===== src/rtl/musa_pkg.sv =====
// Shared MUSA front-end definitions: fetch FSM encoding, default reset PC,
// and the word-address increment.
package musa_pkg;

  typedef enum logic [1:0] {
    ST_FETCH  = 2'd0,
    ST_HOLD   = 2'd1,
    ST_SQUASH = 2'd2
  } fetch_state_e;

  localparam logic [31:0] DEFAULT_RESET_PC = 32'h0000_0000;
  localparam int unsigned WORD_INC         = 1;

endpackage


===== src/rtl/if_skid_buffer.sv =====
// One-entry holding register for a fetched {instruction, pc, pc_1} that
// arrived while decode was stalled.
module if_skid_buffer
  import musa_pkg::*;
#(
  parameter int ADDR_WIDTH = 32,
  parameter int DATA_WIDTH = 32
) (
  input  logic                  i_clk,
  input  logic                  i_reset,
  input  logic                  i_flush,
  input  logic                  i_load,
  input  logic                  i_drain,
  input  logic [DATA_WIDTH-1:0] i_instr,
  input  logic [ADDR_WIDTH-1:0] i_pc,
  input  logic [ADDR_WIDTH-1:0] i_pc_1,
  output logic                  o_valid,
  output logic [DATA_WIDTH-1:0] o_instr,
  output logic [ADDR_WIDTH-1:0] o_pc,
  output logic [ADDR_WIDTH-1:0] o_pc_1
);

  logic                  r_valid;
  logic [DATA_WIDTH-1:0] r_instr;
  logic [ADDR_WIDTH-1:0] r_pc;
  logic [ADDR_WIDTH-1:0] r_pc_1;

  // Flush wins over load so a redirect never leaves a wrong-path entry.
  always_ff @(posedge i_clk) begin
    if (i_reset) begin
      r_valid <= 1'b0;
      r_instr <= '0;
      r_pc    <= '0;
      r_pc_1  <= '0;
    end else if (i_flush) begin
      r_valid <= 1'b0;
    end else if (i_load) begin
      r_valid <= 1'b1;
      r_instr <= i_instr;
      r_pc    <= i_pc;
      r_pc_1  <= i_pc_1;
    end else if (i_drain) begin
      r_valid <= 1'b0;
    end
  end

  assign o_valid = r_valid;
  assign o_instr = r_instr;
  assign o_pc    = r_pc;
  assign o_pc_1  = r_pc_1;

endmodule


===== src/rtl/if_fetch_stage.sv =====
// MUSA instruction-fetch stage: owns the fetch PC, issues word requests to
// instruction memory and hands {instruction, pc, pc_1} to decode.
module if_fetch_stage
  import musa_pkg::*;
#(
  parameter int ADDR_WIDTH = 32,
  parameter int DATA_WIDTH = 32,
  parameter logic [ADDR_WIDTH-1:0] RESET_PC = ADDR_WIDTH'(DEFAULT_RESET_PC)
) (
  input  logic                  clock,
  input  logic                  reset,
  input  logic [ADDR_WIDTH-1:0] next_pc,
  input  logic                  redirect,
  input  logic                  stall,
  output logic                  imem_req,
  output logic [ADDR_WIDTH-1:0] imem_addr,
  input  logic                  imem_ack,
  input  logic [DATA_WIDTH-1:0] imem_rdata,
  output logic [DATA_WIDTH-1:0] instruction,
  output logic [ADDR_WIDTH-1:0] pc,
  output logic [ADDR_WIDTH-1:0] pc_1,
  output logic                  valid,
  output fetch_state_e          dbg_state
);

  // Handshakes: a memory transfer happens on a cycle with imem_req && imem_ack,
  // and req/addr hold until then; decode takes the output on valid && !stall.
  fetch_state_e          r_state;
  logic [ADDR_WIDTH-1:0] r_fetch_pc;
  logic [ADDR_WIDTH-1:0] r_squash_addr;
  logic                  r_valid;
  logic [DATA_WIDTH-1:0] r_instr;
  logic [ADDR_WIDTH-1:0] r_pc;
  logic [ADDR_WIDTH-1:0] r_pc_1;

  logic                  w_req;
  logic                  w_ack;
  logic                  w_out_free;
  logic [ADDR_WIDTH-1:0] w_fetch_pc_1;
  logic                  w_skid_load;
  logic                  w_skid_drain;
  logic                  w_skid_valid;
  logic [DATA_WIDTH-1:0] w_skid_instr;
  logic [ADDR_WIDTH-1:0] w_skid_pc;
  logic [ADDR_WIDTH-1:0] w_skid_pc_1;

  assign w_req        = !reset && (r_state != ST_HOLD);
  assign w_ack        = imem_ack && w_req;
  assign w_out_free   = !r_valid || !stall;
  assign w_fetch_pc_1 = r_fetch_pc + ADDR_WIDTH'(WORD_INC);
  assign w_skid_load  = (r_state == ST_FETCH) && w_ack && !w_out_free && !redirect;
  assign w_skid_drain = (r_state == ST_HOLD) && !stall && !redirect;

  if_skid_buffer #(
    .ADDR_WIDTH (ADDR_WIDTH),
    .DATA_WIDTH (DATA_WIDTH)
  ) u_skid (
    .i_clk   (clock),
    .i_reset (reset),
    .i_flush (redirect),
    .i_load  (w_skid_load),
    .i_drain (w_skid_drain),
    .i_instr (imem_rdata),
    .i_pc    (r_fetch_pc),
    .i_pc_1  (w_fetch_pc_1),
    .o_valid (w_skid_valid),
    .o_instr (w_skid_instr),
    .o_pc    (w_skid_pc),
    .o_pc_1  (w_skid_pc_1)
  );

  always_ff @(posedge clock) begin
    if (reset) begin
      r_state       <= ST_FETCH;
      r_fetch_pc    <= RESET_PC;
      r_squash_addr <= '0;
      r_valid       <= 1'b0;
      r_instr       <= '0;
      r_pc          <= '0;
      r_pc_1        <= '0;
    end else if (redirect) begin
      r_fetch_pc <= next_pc;
      r_valid    <= 1'b0;
      // An unacknowledged request must still complete before the new path starts.
      case (r_state)
        ST_FETCH: begin
          if (!w_ack) begin
            r_state       <= ST_SQUASH;
            r_squash_addr <= r_fetch_pc;
          end
        end
        ST_SQUASH: if (w_ack) r_state <= ST_FETCH;
        default:   r_state <= ST_FETCH;
      endcase
    end else begin
      case (r_state)
        ST_FETCH: begin
          if (w_ack) begin
            r_fetch_pc <= w_fetch_pc_1;
            if (w_out_free) begin
              r_valid <= 1'b1;
              r_instr <= imem_rdata;
              r_pc    <= r_fetch_pc;
              r_pc_1  <= w_fetch_pc_1;
            end else begin
              r_state <= ST_HOLD;
            end
          end else if (!stall) begin
            r_valid <= 1'b0;
          end
        end
        ST_HOLD: begin
          if (!stall && w_skid_valid) begin
            r_valid <= 1'b1;
            r_instr <= w_skid_instr;
            r_pc    <= w_skid_pc;
            r_pc_1  <= w_skid_pc_1;
            r_state <= ST_FETCH;
          end
        end
        ST_SQUASH: if (w_ack) r_state <= ST_FETCH;
        default:   r_state <= ST_FETCH;
      endcase
    end
  end

  assign imem_req    = w_req;
  assign imem_addr   = (r_state == ST_SQUASH) ? r_squash_addr : r_fetch_pc;
  assign instruction = r_instr;
  assign pc          = r_pc;
  assign pc_1        = r_pc_1;
  assign valid       = r_valid;
  assign dbg_state   = r_state;

endmodule


===== config.mk =====
export PLATFORM = sky130hd
export DESIGN_NAME = if_fetch_stage
export DESIGN_NICKNAME = d
export VERILOG_FILES = /design/src/rtl/musa_pkg.sv /design/src/rtl/if_skid_buffer.sv /design/src/rtl/if_fetch_stage.sv
export SDC_FILE = /design/constraint.sdc
export NUM_CORES = 1
export LEC_CHECK = 0
export CORE_MARGIN = 1
export CORE_UTILIZATION = 45
export DETAILED_ROUTE_END_ITERATION = 8
export PLACE_DENSITY = 0.7
export SYNTH_ARGS = -nofsm -noshare
export SYNTH_HDL_FRONTEND = slang
export SYNTH_SLANG_ARGS = --single-unit
export TNS_END_PERCENT = 5

===== constraint.sdc =====
create_clock -name clock -period 3.89 [get_ports clock]
set_input_delay 0.389 -clock clock [delete_from_list [all_inputs] [get_ports clock]]
set_output_delay 0.389 -clock clock [all_outputs]
set_load 0.01 [all_outputs]

# After elaboration in Yosys (flattened, before gate mapping)
# Cells that the tools add are included.
[totals]
regBits = 260
in_bits = 69
out_inout_bits = 132
wordCells = 83
[classes]
add_sub_neg = 1
n_eq_ne = 12
mux = 31
bitwise = 2
reduce_logical = 26
[op_table]
columns = ["operator", "n"]
rows = [
  ["$mux W32", 13],
  ["$pmux W32 S2", 3],
  ["$add A32 B1 Y32 const B", 1],
  ["$ne A3 B3 Y1 const B", 5],
  ["$mux W2", 6],
  ["$logic_and A1 B1 Y1", 8],
  ["$reduce_and A4 Y1", 2],
  ["$reduce_bool A2 Y1", 4],
  ["$mux W1", 6],
  ["$pmux W2 S3", 1],
  ["$logic_not A1 Y1", 5],
  ["$reduce_and A5 Y1", 1],
  ["$ne A2 B1 Y1 const B", 2],
  ["$ne A2 B2 Y1 const B", 2],
  ["$pmux W2 S2", 1],
  ["$reduce_and A2 Y1", 2],
  ["$ne A3 B2 Y1 const B", 1],
  ["$reduce_and A3 Y1", 1],
  ["$eq A2 B1 Y1 const B", 1],
  ["$eq A2 B2 Y1 const B", 1],
  ["$logic_not A2 Y1", 1],
  ["$not A1 Y1", 2],
  ["$pmux W1 S2", 1],
  ["$reduce_or A2 Y1", 1],
  ["$logic_or A1 B1 Y1", 1],
]

# Logic depth before layout (Yosys ltp)
# Gate-level depths: netlist (run 1).
[depth]
ltp_word = 7
depth_mapped = 9
ltp_nobuf = 7

# Modules after synthesis
# From an unflattened synthesis (run 1), not the netlist that was laid out.
[hier_totals]
cells_unflattened = 1525
area_unflattened_um2 = 12778.5
[modules_own_cells]
columns = ["mod", "instances", "cells_per_inst", "area_per_inst_um2", "seq_area_each_um2"]
rows = [
  ["if_fetch_stage", 1, 1085, 8391.8, 3263.1],
  ["if_skid_buffer", 1, 440, 4386.7, 1941.9],
]

# Worst setup path after synthesis (run 1)
# OpenSTA, ideal clock, no wires.
[synth_timing]
kind = "reg-to-reg"
startpoint = "reg r_fetch_pc[1]"
endpoint = "reg r_pc_1[24], in the netlist pc_1[24]"
setup_ns = 0.132
arrival_time_ns = 1.856
required_time_ns = 3.758
path_slack_ns = 1.902
path_stages_with_launch = 8
cell_sequence = "dfxtp_1 ha_1 nand3_1 nor3_1 nand3_1 xnor2_1 o21ai_0 a21oi_1"
[synth_via]
elab_chain_cells = 4
[synth_rtl]
columns = ["item", "line_no", "text"]
rows = [
  ["start: declaration", "if_fetch_stage.sv:29", "logic [ADDR_WIDTH-1:0] r_fetch_pc;"],
  ["start signal: assignment", "if_fetch_stage.sv:82", "r_fetch_pc <= next_pc;"],
  ["start signal: assignment", "if_fetch_stage.sv:99", "r_fetch_pc <= w_fetch_pc_1;"],
  ["$add A32 B1 Y32", "if_fetch_stage.sv:50", "assign w_fetch_pc_1 = r_fetch_pc + ADDR_WIDTH'(WORD_INC);"],
  ["$mux W32", "if_fetch_stage.sv:100", "if (w_out_free) begin"],
  ["$mux W32", "if_fetch_stage.sv:98", "if (w_ack) begin"],
  ["$pmux W32 S2", "if_fetch_stage.sv:96", "case (r_state)"],
  ["end signal: assignment", "if_fetch_stage.sv:104", "r_pc_1 <= w_fetch_pc_1;"],
  ["end signal: assignment", "if_fetch_stage.sv:117", "r_pc_1 <= w_skid_pc_1;"],
  ["end: declaration", "if_fetch_stage.sv:34", "logic [ADDR_WIDTH-1:0] r_pc_1;"],
]
# No other way between the ends. The select of a mux whose other input is x is not followed.
# A chain may end at the register's enable or synchronous reset.

# Final worst setup path (run 1)
[layout_timing]
startpoint = "reg r_state[0], in the netlist dbg_state[0]"
endpoint = "out imem_addr[31]"
[layout_via]
elab_chain_cells = 2
[layout_rtl]
columns = ["item", "line_no", "text"]
rows = [
  ["start: declaration", "if_fetch_stage.sv:28", "fetch_state_e r_state;"],
  ["start signal: assignment", "if_fetch_stage.sv:74", "r_state <= ST_FETCH;"],
  ["start signal: assignment", "if_fetch_stage.sv:88", "r_state <= ST_SQUASH;"],
  ["start signal: assignment", "if_fetch_stage.sv:92", "ST_SQUASH: if (w_ack) r_state <= ST_FETCH;"],
  ["$eq A2 B2 Y1", "if_fetch_stage.sv:128", "assign imem_addr = (r_state == ST_SQUASH) ? r_squash_addr : r_fetch_pc;"],
  ["$mux W32", "if_fetch_stage.sv:128", ""],
  ["end: declaration", "if_fetch_stage.sv:16", "output logic [ADDR_WIDTH-1:0] imem_addr,"],
]
# No other way between the ends.

==> results of run 1 <==
==> power groups by stage <==
stage	Clock (µW)	Sequential [µW]	Combinational, µW
floorplan	0	2850	357
global placement	0	2890	623
detailed placement	0	2890	629
CTS	2850	2830	633
global route	2970	2840	686
finish	2800	2830	630
==> cell families after synthesis <==
logic type / after synthesis
adder cells (fa/ha/maj): 1
AND/OR/NAND/NOR: 662
AO/OA/AOI/OAI: 285
flip-flops: 260
XOR/XNOR: 55
multiplexers: 42
buffers and inverters: 144
==> cells in the final DEF (no fill, tap or decap), types with 3 or more instances in the layout <==
cell / n
sky130_fd_sc_hd__nand2_1: 369
sky130_fd_sc_hd__dfxtp_1: 260
sky130_fd_sc_hd__clkdlybuf4s50_1: 198
sky130_fd_sc_hd__nor2_1: 169
sky130_fd_sc_hd__a21oi_1: 144
sky130_fd_sc_hd__a311oi_1: 66
sky130_fd_sc_hd__mux2_2: 32
sky130_fd_sc_hd__xnor2_1: 29
sky130_fd_sc_hd__a211oi_1: 29
sky130_fd_sc_hd__clkbuf_16: 28
sky130_fd_sc_hd__xor2_1: 26
sky130_fd_sc_hd__nand3_1: 26
sky130_fd_sc_hd__nor3_1: 19
sky130_fd_sc_hd__and3_1: 19
sky130_fd_sc_hd__o21ai_0: 18
sky130_fd_sc_hd__o22ai_1: 16
sky130_fd_sc_hd__buf_4: 14
sky130_fd_sc_hd__mux2i_1: 10
sky130_fd_sc_hd__nor2b_1: 10
sky130_fd_sc_hd__nand4_1: 9
sky130_fd_sc_hd__nor4_1: 7
sky130_fd_sc_hd__clkinvlp_4: 7
sky130_fd_sc_hd__or3_1: 6
sky130_fd_sc_hd__clkinv_2: 6
sky130_fd_sc_hd__bufinv_16: 5
sky130_fd_sc_hd__buf_12: 5
sky130_fd_sc_hd__o211ai_1: 4
sky130_fd_sc_hd__nand3b_1: 3
sky130_fd_sc_hd__nor3b_1: 3
sky130_fd_sc_hd__and2_1: 3
sky130_fd_sc_hd__clkbuf_8: 3
==> per-layer routing <==
layer  up-vias  wire (µm)  global-route usage
met1      4655      14500               0.325
li1       5133          -                   -
met2       316      13900               0.371
met4         0        756              0.0729
met3        60       1840              0.0308
met5         -          0                   0
==> registers in the layout, indices dropped and copies added (netlist names) <==
name and count:
u_skid.o_valid 1, r_squash_addr 32, u_skid.o_instr 32, u_skid.o_pc 32, pc_1 32, instruction 32, valid 1, u_skid.o_pc_1 32
r_fetch_pc 32, pc 32, dbg_state 2
==> cell usage after synthesis (all sizes together) (9+ instances only) <==
cell type / number
a21oi: 144
xnor2: 29
nor4: 9
nand4: 9
buf: 51
and3: 19
dfxtp: 260
a311oi: 66
nand2: 369
nor3: 21
a211oi: 29
nor2: 170
o22ai: 16
nor2b: 11
nand3: 27
xor2: 26
mux2: 32
mux2i: 10
clkbuf: 91
o21ai: 20
==> how the worst max path moves through the flow <==
stage | startpoint | endpoint | slack (ns) | depth (start not counted)
2_1_floorplan | r_fetch_pc[1] | pc_1[24] | 1.90 | 7
3_3_place_gp | imem_ack | u_skid.o_pc_1[0] | 0.93 | 6
5_1_grt | dbg_state[0] | imem_addr[1] | 0.37 | 4
3_5_place_dp | imem_ack | u_skid.o_pc_1[0] | 0.92 | 6
6_report | dbg_state[0] | imem_addr[31] | 0.47 | 4
4_1_cts | dbg_state[0] | imem_addr[0] | 0.48 | 4
==> tightest hold or removal path, delay by kind of cell <==
family | cells | cell delay, ns
AND/OR/NAND/NOR | 2 | 0.27
buffers and inverters | 1 | 0.09
==> stage by stage <==
stage | hold WS, ns | area, µm² | std cells | utilization | setup slack (ns)
6_report | 0.278 | 14400 | 1902 | 0.587 | 0.469
5_1_grt | 0.374 | 14400 | 1902 | 0.587 | 0.371
4_1_cts | 0.248 | 14400 | 1901 | 0.587 | 0.478
3_5_place_dp | 0.446 | 13400 | 1850 | 0.547 | 0.922
3_3_place_gp | 0.439 | 13400 | 1850 | 0.547 | 0.933
2_1_floorplan | 0.434 | 11400 | 1449 | - | 1.90
==> cell type report <==
type,count,area [µm²],share of cell area
Clock inverter,19,249,0.0173
Antenna cell,1,2.50,0.000174
Clock buffer,32,736,0.0511
Inverter,2,7.51,0.000521
Timing Repair Buffer,219,2210,0.153
Tap cell,324,405,0.0282
Sequential cell,260,5200,0.362
Multi-Input combinational cell,1045,5590,0.388
==> impl_summary.txt, run 1 <==
----------------------------------------------------
[Run status]
  Outcome ... finished, final reports clean

[Final layout]
  Fill cell total of the finished layout ... 2188
  Layout overhead on the synthesized area ... 26.6%
  Layout Nets ... 1626
  Fraction of layout instances using a drive strength above 1 ... 0.0736

[Yosys]
  Number of synthesized register bits ... 260
  Number of flops mapped to enable cells by yosys ... 0
  Top-area cell type share of the netlist area ... 0.458
  Post-Synth Adder-Cell Area ... 0.00110
  Share of the synthesized area in compound gates (AO/OA/AOI/OAI) ... 0.158
  Ranking of synthesized cells by area ... sky130_fd_sc_hd__dfxtp_1 (46%), sky130_fd_sc_hd__nand2_1 (12%), sky130_fd_sc_hd__a21oi_1 (6.3%)
  Combinational family with the most area after synthesis ... simple AND/OR/NAND/NOR gates
  Proportion of synthesized chip area in sequential cells ... 0.458
  Post-Syn Nets ... between 1.5k and 2k
  Dominant register cell in the synthesized netlist ... sky130_fd_sc_hd__dfxtp_1
  Per-instance average area after synthesis ... slightly below 8 µm²
  Number of distinct library cell variants in the gate-level netlist after synthesis ... 47
  Cells after Synth ... 1449
  Synthesized-area fraction occupied by and/or/nand/nor cells ... 0.246
  Post-synthesis mux area share ... 0.0405
  Async set-or-reset flop fraction in the synthesized netlist ... 0
  Largest area contributor in the netlist ... sky130_fd_sc_hd__dfxtp_1
  Yosys synthesis warning count ... 0
  XOR/XNOR Fraction of Synth Area ... 0.0423
  Post-Syn Area ... 11400 µm²

[Timing]
  Hold Violations, Final ... 0
  Max-slew violation count ... 0
  RSZ-0062 raised after global routing ... no
  Worst-case headroom to the max-slew limit ... 0.258
  Number of setup violations in the final report ... 0
  Setup tns final ... 0 ns
  Achievable clock frequency ... 292 MHz
  Period Utilization, post-route ... 0.879
  Final worst path period need ... 3.42 ns
  Post-route clock skew ... 0.00639 ns
  Measured slew at the worst slew-check pin ... 1.11 ns

[Power and ir drop]
  Leakage power ... 0.00487 µW
  Switching power as a share of total power ... 0.244
  Internal Power ... 4740 µW
  Combinational fraction of design power ... 0.101
  Reported net switching power ... 1530 µW
  Part of the power in registers ... 0.452
  Worst IR drop on VDD ... 0.264 mV
  Total Power Consumption ... 6260 µW
  Clock network fraction of total power ... 0.447
  P per Cell Area ... 435 nW/µm²

[Placement]
  Final GP Congestion ... 0.889
  Input/output buffers ... 200
  Hpwl dp ... 19500 µm

[Route]
  Detailed-routing iteration count for the pre-antenna-repair pass ... 5
  Final routed DRC violation total ... 0
  Post-DR vias/cell ... 5.34
  Vias ... 10.2k
  Detailed-route wire length ... 30900 µm
  Number of DRC markers in iteration 0 ... around 930
  Routed length per placed instance ... 16.3 µm
  Antenna Nets Post-Route ... 0

[Setup path]
  Reg-to-reg endpoint ... u_skid.o_pc_1[0]
  Data arrival time of the critical path ... 3.03 ns
  Kind of end point of the critical path ... output port
  Worst reg2reg path depth ... 5
  Worst-path cell chain ... nand2b_1 > buf_12 > mux2_2 > clkdlybuf4s50_1
  Worst r2r src ... dbg_state[0]
  Worst path max stage delay ... 0.72 ns
  Data required time at the worst endpoint ... 3.50 ns
  Critical path launch point type ... register
  Worst reg-to-reg setup slack ... roughly 1.2 ns
  Crit-path slowest cell ... sky130_fd_sc_hd__dfxtp_1
  Type of the worst setup path ... reg2out
  CP Max Fanout ... 22
  Total buffers and inverters traversed by the critical path ... 2
  Family of cells with the greatest summed delay on the critical path ... buffers and inverters

[Clock network]
  Post-cts sizing count ... 0
  H-Tree Level Count ... 1
  Number of clock sinks ... 260
  CTS tree ... built
  Clock transition at the registers of the reported paths ... 0.06 ns
  Max clock buf depth ... 3
  Number of buffers created by CTS ... 28
  Hold buffers post-CTS ... 0
  Setup repair bufs after CTS ... 0
  Clock network latency to the later pin of the worst-skew pair ... about 0.54 ns
  Root buffer cell ... sky130_fd_sc_hd__clkbuf_16

[Floorplan]
  Area of the die ... about 26000 µm²
  I/O pin count ... 201
  Initial standard-cell utilization of the core ... 0.464
  Area inside the core boundary ... roughly 25000 µm²
  Row count ... 57
  Height of the die ... 161 µm
  Die boundary width ... approximately 160 µm

[Run]
  Number of maximum-capacitance constraint violations ... 0

[Global route]
  Via count of the first global-routing pass ... 9347
  GRT Residual Overflow ... 0
  Global-route wire length before repair ... between 40000 and 50000 µm
  Antenna violations before repair ... 1
  Overall fraction of global-route tracks in use ... 0.232
  Maximum number of pins on one net before global-route repair ... 101

[Worst hold path]
  End of the worst hold path ... dbg_state[1]
  Cell depth of the worst hold path ... 3
  Worst min-delay path category ... in2reg
  Min-Delay Startpoint ... redirect

----------------------------------------------------
Note: power is estimated with default switching activity, not from simulation.
==> run 2: changes to the inputs <==
- CORE_UTILIZATION: 45 -> 40
- PLACE_DENSITY: 0.7 -> not set
- SKIP_LAST_GASP: not set -> 1
==> run 2 against run 1 <==
  * Utilization is 7.2 points lower
  * Clock skew grew 0.011 ns
  * Critical path depth unchanged
  * Critical endpoint is now imem_addr[1]
  * Cell count grew 2.8%
  * Clock power shrank 10%
  * Wire length is 4.2% higher
  * Global-route usage shrank 1.6 points
  * Flip-flop and latch count unchanged
  * Largest power group unchanged
  * Register-to-register slack about the same
==> impl_summary.txt, run 2 (synthesis results as in run 1) <==
----------------------------------------------------
[Run status]
  Outcome ... finished, final reports clean

[Setup path]
  Data arrival time of the critical path ... 2.78 ns (-0.25 ns)
  Type of the worst setup path ... reg2out
  Kind of end point of the critical path ... output port
  Critical path launch point type ... register
  Data required time at the worst endpoint ... 3.50 ns (about the same)
  CP Max Fanout ... 32 (+45%)

[Timing]
  Post-route clock skew ... 0.0170 ns (+0.0106 ns)
  Measured slew at the worst slew-check pin ... 1.13 ns (+0.0192 ns)
  Worst-case headroom to the max-slew limit ... 0.245 (-0.0128)
  RSZ-0062 raised after global routing ... no
  Max-slew violation count ... 0 (unchanged)
  Period Utilization, post-route ... 0.813 (-0.0660)
  Achievable clock frequency ... 316 MHz (+8.1%)
  Worst hold margin ... 0.254 ns (-0.0244 ns)
  Setup tns final ... 0 ns (unchanged)
  Hold Violations, Final ... 0 (unchanged)
  Number of setup violations in the final report ... 0 (unchanged)
  Final worst path period need ... 3.16 ns (-0.257 ns)

[Power and ir drop]
  Total Power Consumption ... 5980 µW (-4.6%)
  Part of the power in registers ... 0.474 (+0.022)
  Worst IR drop on VDD ... 0.244 mV (-7.4%)
  Clock network fraction of total power ... 0.420 (-0.027)
  Combinational fraction of design power ... 0.106 (+0.005)
  Reported net switching power ... 1480 µW (-3.1%)
  P per Cell Area ... 417 nW/µm² (-4.2%)
  Leakage power ... 0.00483 µW (-0.82%)
  Internal Power ... 4500 µW (-5.1%)
  Switching power as a share of total power ... 0.248 (+0.00381)

[Final layout]
  Most frequent standard cell in the layout excluding fill and tap cells ... sky130_fd_sc_hd__nand2_1
  Commonest cells after routing, fill and taps aside ... sky130_fd_sc_hd__nand2_1 (369), sky130_fd_sc_hd__dfxtp_1 (260), sky130_fd_sc_hd__clkdlybuf4s50_1 (198)
  Layout Utilization ... 0.514 (-0.0724)
  Layout Nets ... 1628 (+0.12%)
  Fraction of layout instances using a drive strength above 1 ... 0.0666 (-0.00693)
  Layout overhead on the synthesized area ... 26.0%

[Clock network]
  Number of clock sinks ... 260 (unchanged)
  Post-cts sizing count ... 0 (unchanged)
  Clock network latency to the later pin of the worst-skew pair ... 0.55 ns (about the same)
  Hold buffers post-CTS ... 0 (unchanged)
  Clock transition at the registers of the reported paths ... 0.06 ns (about the same)
  Setup repair bufs after CTS ... 0 (unchanged)
  CTS tree ... built
  H-Tree Level Count ... 1 (unchanged)
  Max clock buf depth ... 3 (unchanged)
  Root buffer cell ... sky130_fd_sc_hd__clkbuf_16
  Number of buffers created by CTS ... 28 (unchanged)

[Route]
  Final routed DRC violation total ... 0 (unchanged)
  Number of DRC markers in iteration 0 ... 835 (-10%)
  Antenna Nets Post-Route ... 0 (unchanged)
  Detailed-route wire length ... 32200 µm (+4.2%)
  Routed length per placed instance ... 16.5 µm (+1.4%)
  Vias ... 10.2k (+0.039%)
  Detailed-routing iteration count for the pre-antenna-repair pass ... 5 (unchanged)
  Post-DR vias/cell ... 5.20 (-2.7%)

[Global route]
  Met1 global-route usage ... 0.309 (-0.0163)
  GRT Residual Overflow ... 0 (unchanged)
  Antenna violations before repair ... 1 (unchanged)
  Global routing met2 resource utilization ... 0.337 (-0.0335)
  Maximum number of pins on one net before global-route repair ... 105 (+4.0%)
  Grt peak-use layer ... met2
  Global routing met3 resource utilization ... 0.0340 (+0.00319)
  Via count of the first global-routing pass ... 9219 (-1.4%)
  Overall fraction of global-route tracks in use ... 0.216 (-0.0165)
  Global-route wire length before repair ... 50400 µm (+2.3%)

[Run]
  Number of maximum-capacitance constraint violations ... 0 (unchanged)

[Placement]
  Hpwl dp ... 20400 µm (+4.7%)
  Input/output buffers ... 200 (unchanged)
  Final GP Congestion ... 0.838 (-5.6%)

[Floorplan]
  Area inside the core boundary ... 27900 µm² (+14%)
  Initial standard-cell utilization of the core ... 0.408 (-0.0553)
  Height of the die ... 171 µm (+6.0%)
  I/O pin count ... 201 (unchanged)
  Die boundary width ... 171 µm (+6.0%)
  Area of the die ... 29100 µm² (+12%)
  Row count ... 61 (+7.0%)

[Worst hold path]
  Worst min-delay path category ... in2reg

----------------------------------------------------
[run 2: cell types whose count changed in the layout (fill, tap and decap cells not counted)]
cell	delta
sky130_fd_sc_hd__bufinv_16	-5
sky130_fd_sc_hd__clkbuf_8	+3
sky130_fd_sc_hd__buf_4	+3
sky130_fd_sc_hd__clkinvlp_4	-7
sky130_fd_sc_hd__clkbuf_1	+10
sky130_fd_sc_hd__clkbuf_16	+1
sky130_fd_sc_hd__clkinv_8	-1
sky130_fd_sc_hd__buf_12	-1
sky130_fd_sc_hd__clkinv_2	-4
[run 2: worst max-delay path, cell delays in order, from the launching register on]
cell                              delay, ns
sky130_fd_sc_hd__dfxtp_1               0.70
sky130_fd_sc_hd__nand2b_1              0.18
sky130_fd_sc_hd__buf_4                 0.44
sky130_fd_sc_hd__mux2_2                0.43
sky130_fd_sc_hd__clkdlybuf4s50_1       0.48
[run 2: final timing paths]
kind | from | slack [ns] | cells past startpoint | endpoint
max | dbg_state[0] | 0.73 | 4 | imem_addr[1]
min | redirect | 0.25 | 3 | dbg_state[1]
max reg2reg | dbg_state[0] | 1.16 | 6 | u_skid.o_pc_1[0]
min reg2reg | r_squash_addr[28] | 0.45 | 2 | r_squash_addr[28]
[run 2: area by class of cell]
class	count	area, µm²
fillers	2726	13500
inverters	2	7.51
multi-input cells	1045	5590
well taps	378	473
flip-flops and latches	260	5200
clock inverters	2	10.0
repair buffers	221	2210
diodes	1	2.50
clock buffers	46	840
[run 2: per-stage QoR]
stage / setup WS [ns] / std cells / instance area (µm²)
global route: 0.625 / 1955 / 14300
CTS: 0.680 / 1954 / 14300
detailed placement: 0.881 / 1906 / 13500
global placement: 0.865 / 1906 / 13500
floorplan: 1.90 / 1449 / 11400
finish: 0.726 / 1955 / 14300
[run 2: power by group through the flow]
stage	sequential, µW	clock [µW]	combinational [µW]
2_1_floorplan	2850	0	357
3_3_place_gp	2890	0	632
3_5_place_dp	2890	0	636
4_1_cts	2830	2570	639
5_1_grt	2840	2670	692
6_report	2830	2510	633
[run 2: routing by layer]
metal | part of all wire | routed length (µm)
met5 | 0 | 0
met4 | 0.018 | 570
met3 | 0.058 | 1870
met2 | 0.44 | 14200
met1 | 0.49 | 15600
==> run 3: changes to the inputs <==
- PLACE_DENSITY: not set -> 0.66
- clock period: 3.89 -> 2.9 ns (I/O delays scaled with it)
==> run 3 against run 2 <==
  * Design area increased by 2.7%
  * Die area is the same
  * Cell count increased by 1.6%
==> impl_summary.txt, run 3 (synthesis results as in run 1) <==
----------------------------------------------------
[Setup path]
  Data required time at the worst endpoint ... 2.61 ns (-0.89 ns)
  Worst path max stage delay ... 0.52 ns (-0.18 ns)
  Critical path launch point type ... register
  Data arrival time of the critical path ... 2.41 ns (-0.37 ns)
  Worst r2r src ... r_fetch_pc[3]
  Kind of end point of the critical path ... output port
  Launch point of the worst path ... dbg_state[0]
  CP Max Fanout ... 32 (unchanged)
  Type of the worst setup path ... reg2out
  Crit-path slowest cell ... sky130_fd_sc_hd__dfxtp_2
  Worst-path cell chain ... nand2b_1 > buf_12 > mux2_2 > clkdlybuf4s50_1

[Final layout]
  Commonest cells after routing, fill and taps aside ... sky130_fd_sc_hd__nand2_1 (369), sky130_fd_sc_hd__dfxtp_1 (259), sky130_fd_sc_hd__clkdlybuf4s50_1 (198)
  Layout overhead on the synthesized area ... 29.4%
  Most frequent standard cell in the layout excluding fill and tap cells ... sky130_fd_sc_hd__nand2_1
  Fraction of layout instances using a drive strength above 1 ... 0.0920 (+0.0254)
  Layout Nets ... 1658 (+1.8%)

[Timing]
  Worst-case headroom to the max-slew limit ... 0.428 (+0.183)
  Number of setup violations in the final report ... 0 (unchanged)
  Worst hold margin ... 0.0279 ns (-0.226 ns)
  Post-route clock skew ... 0.00935 ns (-0.00767 ns)
  RSZ-0062 raised after global routing ... no
  Period Utilization, post-route ... 0.931
  Setup tns final ... 0 ns (unchanged)
  Final worst path period need ... 2.70 ns
  Measured slew at the worst slew-check pin ... 0.858 ns (-0.274 ns)
  Max-slew violation count ... 0 (unchanged)
  Achievable clock frequency ... 370 MHz
  Hold Violations, Final ... 0 (unchanged)

[Route]
  Antenna Nets Post-Route ... 0 (unchanged)
  Vias ... 10.3k (+1.3%)
  Final routed DRC violation total ... 0 (unchanged)
  Detailed-routing iteration count for the pre-antenna-repair pass ... 5 (unchanged)
  Number of DRC markers in iteration 0 ... 803 (-3.8%)
  Post-DR vias/cell ... 5.18 (-0.31%)
  Routed length per placed instance ... 16.1 µm (-2.3%)
  Detailed-route wire length ... 32000 µm (-0.67%)

[Floorplan]
  Height of the die ... 171 µm (unchanged)
  Die boundary width ... 171 µm (unchanged)
  Row count ... 61 (unchanged)
  Area inside the core boundary ... 27900 µm² (unchanged)
  Area of the die ... 29100 µm² (unchanged)
  Initial standard-cell utilization of the core ... 0.408 (unchanged)
  I/O pin count ... 201 (unchanged)

[Power and ir drop]
  Leakage power ... 0.00508 µW (+5.0%)
  P per Cell Area ... 580 nW/µm² (+39%)
  Worst IR drop on VDD ... 0.388 mV (+59%)

[Placement]
  Input/output buffers ... 200 (unchanged)
  Hpwl dp ... 21000 µm (+2.9%)
  Final GP Congestion ... 0.876 (+4.5%)

[Global route]
  Maximum number of pins on one net before global-route repair ... 93 (-11%)
  GRT Residual Overflow ... 0 (unchanged)
  Via count of the first global-routing pass ... 9546 (+3.5%)
  Global-route wire length before repair ... 51300 µm (+1.8%)
  Overall fraction of global-route tracks in use ... 0.219 (+0.00357)
  Antenna violations before repair ... 1 (unchanged)

[Worst hold path]
  Min-Delay Startpoint ... reset
  Worst min-delay path category ... in2reg

[Clock network]
  Clock transition at the registers of the reported paths ... 0.06 ns (about the same)
  Clock network latency to the later pin of the worst-skew pair ... 0.54 ns (about the same)
  Number of clock sinks ... 260 (unchanged)
  H-Tree Level Count ... 1 (unchanged)
  Max clock buf depth ... 3 (unchanged)
  Setup repair bufs after CTS ... 0 (unchanged)
  CTS tree ... built
  Root buffer cell ... sky130_fd_sc_hd__clkbuf_16
  Number of buffers created by CTS ... 28 (unchanged)

[Run]
  Number of maximum-capacitance constraint violations ... 0 (unchanged)

[Run status]
  Outcome ... finished, final reports clean

----------------------------------------------------
## run 3: cell count changes in the layout (fill, tap and decap cells not counted)
| cell | delta |
|---|---|
| sky130_fd_sc_hd__dfxtp_1 | -1 |
| sky130_fd_sc_hd__clkbuf_1 | -10 |
| sky130_fd_sc_hd__buf_4 | +30 |
| sky130_fd_sc_hd__clkbuf_8 | +5 |
| sky130_fd_sc_hd__bufinv_16 | +4 |
| sky130_fd_sc_hd__dfxtp_2 | +1 |
| sky130_fd_sc_hd__clkinv_2 | +3 |
## run 3: what timing repair did
action / 4_1_cts / 5_1_grt
hold buffers: 0 / 0
setup endpoints to repair: 8 / 0
gates resized for setup: 1 / 0
## run 3: layout make-up
cell class | instances | area (µm²)
fillers | 2604 | 13100
repair buffers | 251 | 2430
clock inverters | 9 | 145
clock buffers | 41 | 871
well taps | 378 | 473
multi-input cells | 1045 | 5590
inverters | 2 | 7.51
diodes | 1 | 2.50
flip-flops and latches | 260 | 5210
## run 3: worst max-delay path: cells and delay by family, from the launching register on
family | cells | cell delay, ns
and+or+nand+nor | 1 | 0.21
muxes | 1 | 0.39
DFF | 1 | 0.52
buffers and inverters | 2 | 0.74
## run 3: worst paths after layout
kind                       end  slack, ns  depth (start not counted)
min          u_skid.o_pc_1[10]       0.03                          2
max reg2reg     r_fetch_pc[27]       0.50                          6
max               imem_addr[3]       0.20                          4
min reg2reg  r_squash_addr[21]       0.45                          2
## run 3: power breakdown
group	internal (µW)	switching [µW]	total, µW	leakage (µW)
sequential	3680	87.5	3760	0.00211
combinational	431	485	916	0.00246
clock	2420	1440	3860	0.000508
total	6520	2010	8540	0.00508
## run 3: per-layer routing
layer	part of all wire	up-vias	global-route usage
li1	-	5179	-
met1	0.47	4767	0.312
met2	0.45	318	0.352
met3	0.056	38	0.0282
met4	0.018	0	0.0497
met5	0	-	0
## run 3: metrics by stage
step,setup WS [ns],total power [µW],std cells,area (µm²),util
floorplan,0.912,4300,1449,11400,-
global placement,0.404,4750,1936,13700,0.492
detailed placement,0.259,4760,1936,13700,0.492
CTS,0.172,8610,1986,14700,0.528
global route,0.125,8840,1987,14700,0.529
finish,0.199,8540,1987,14700,0.529
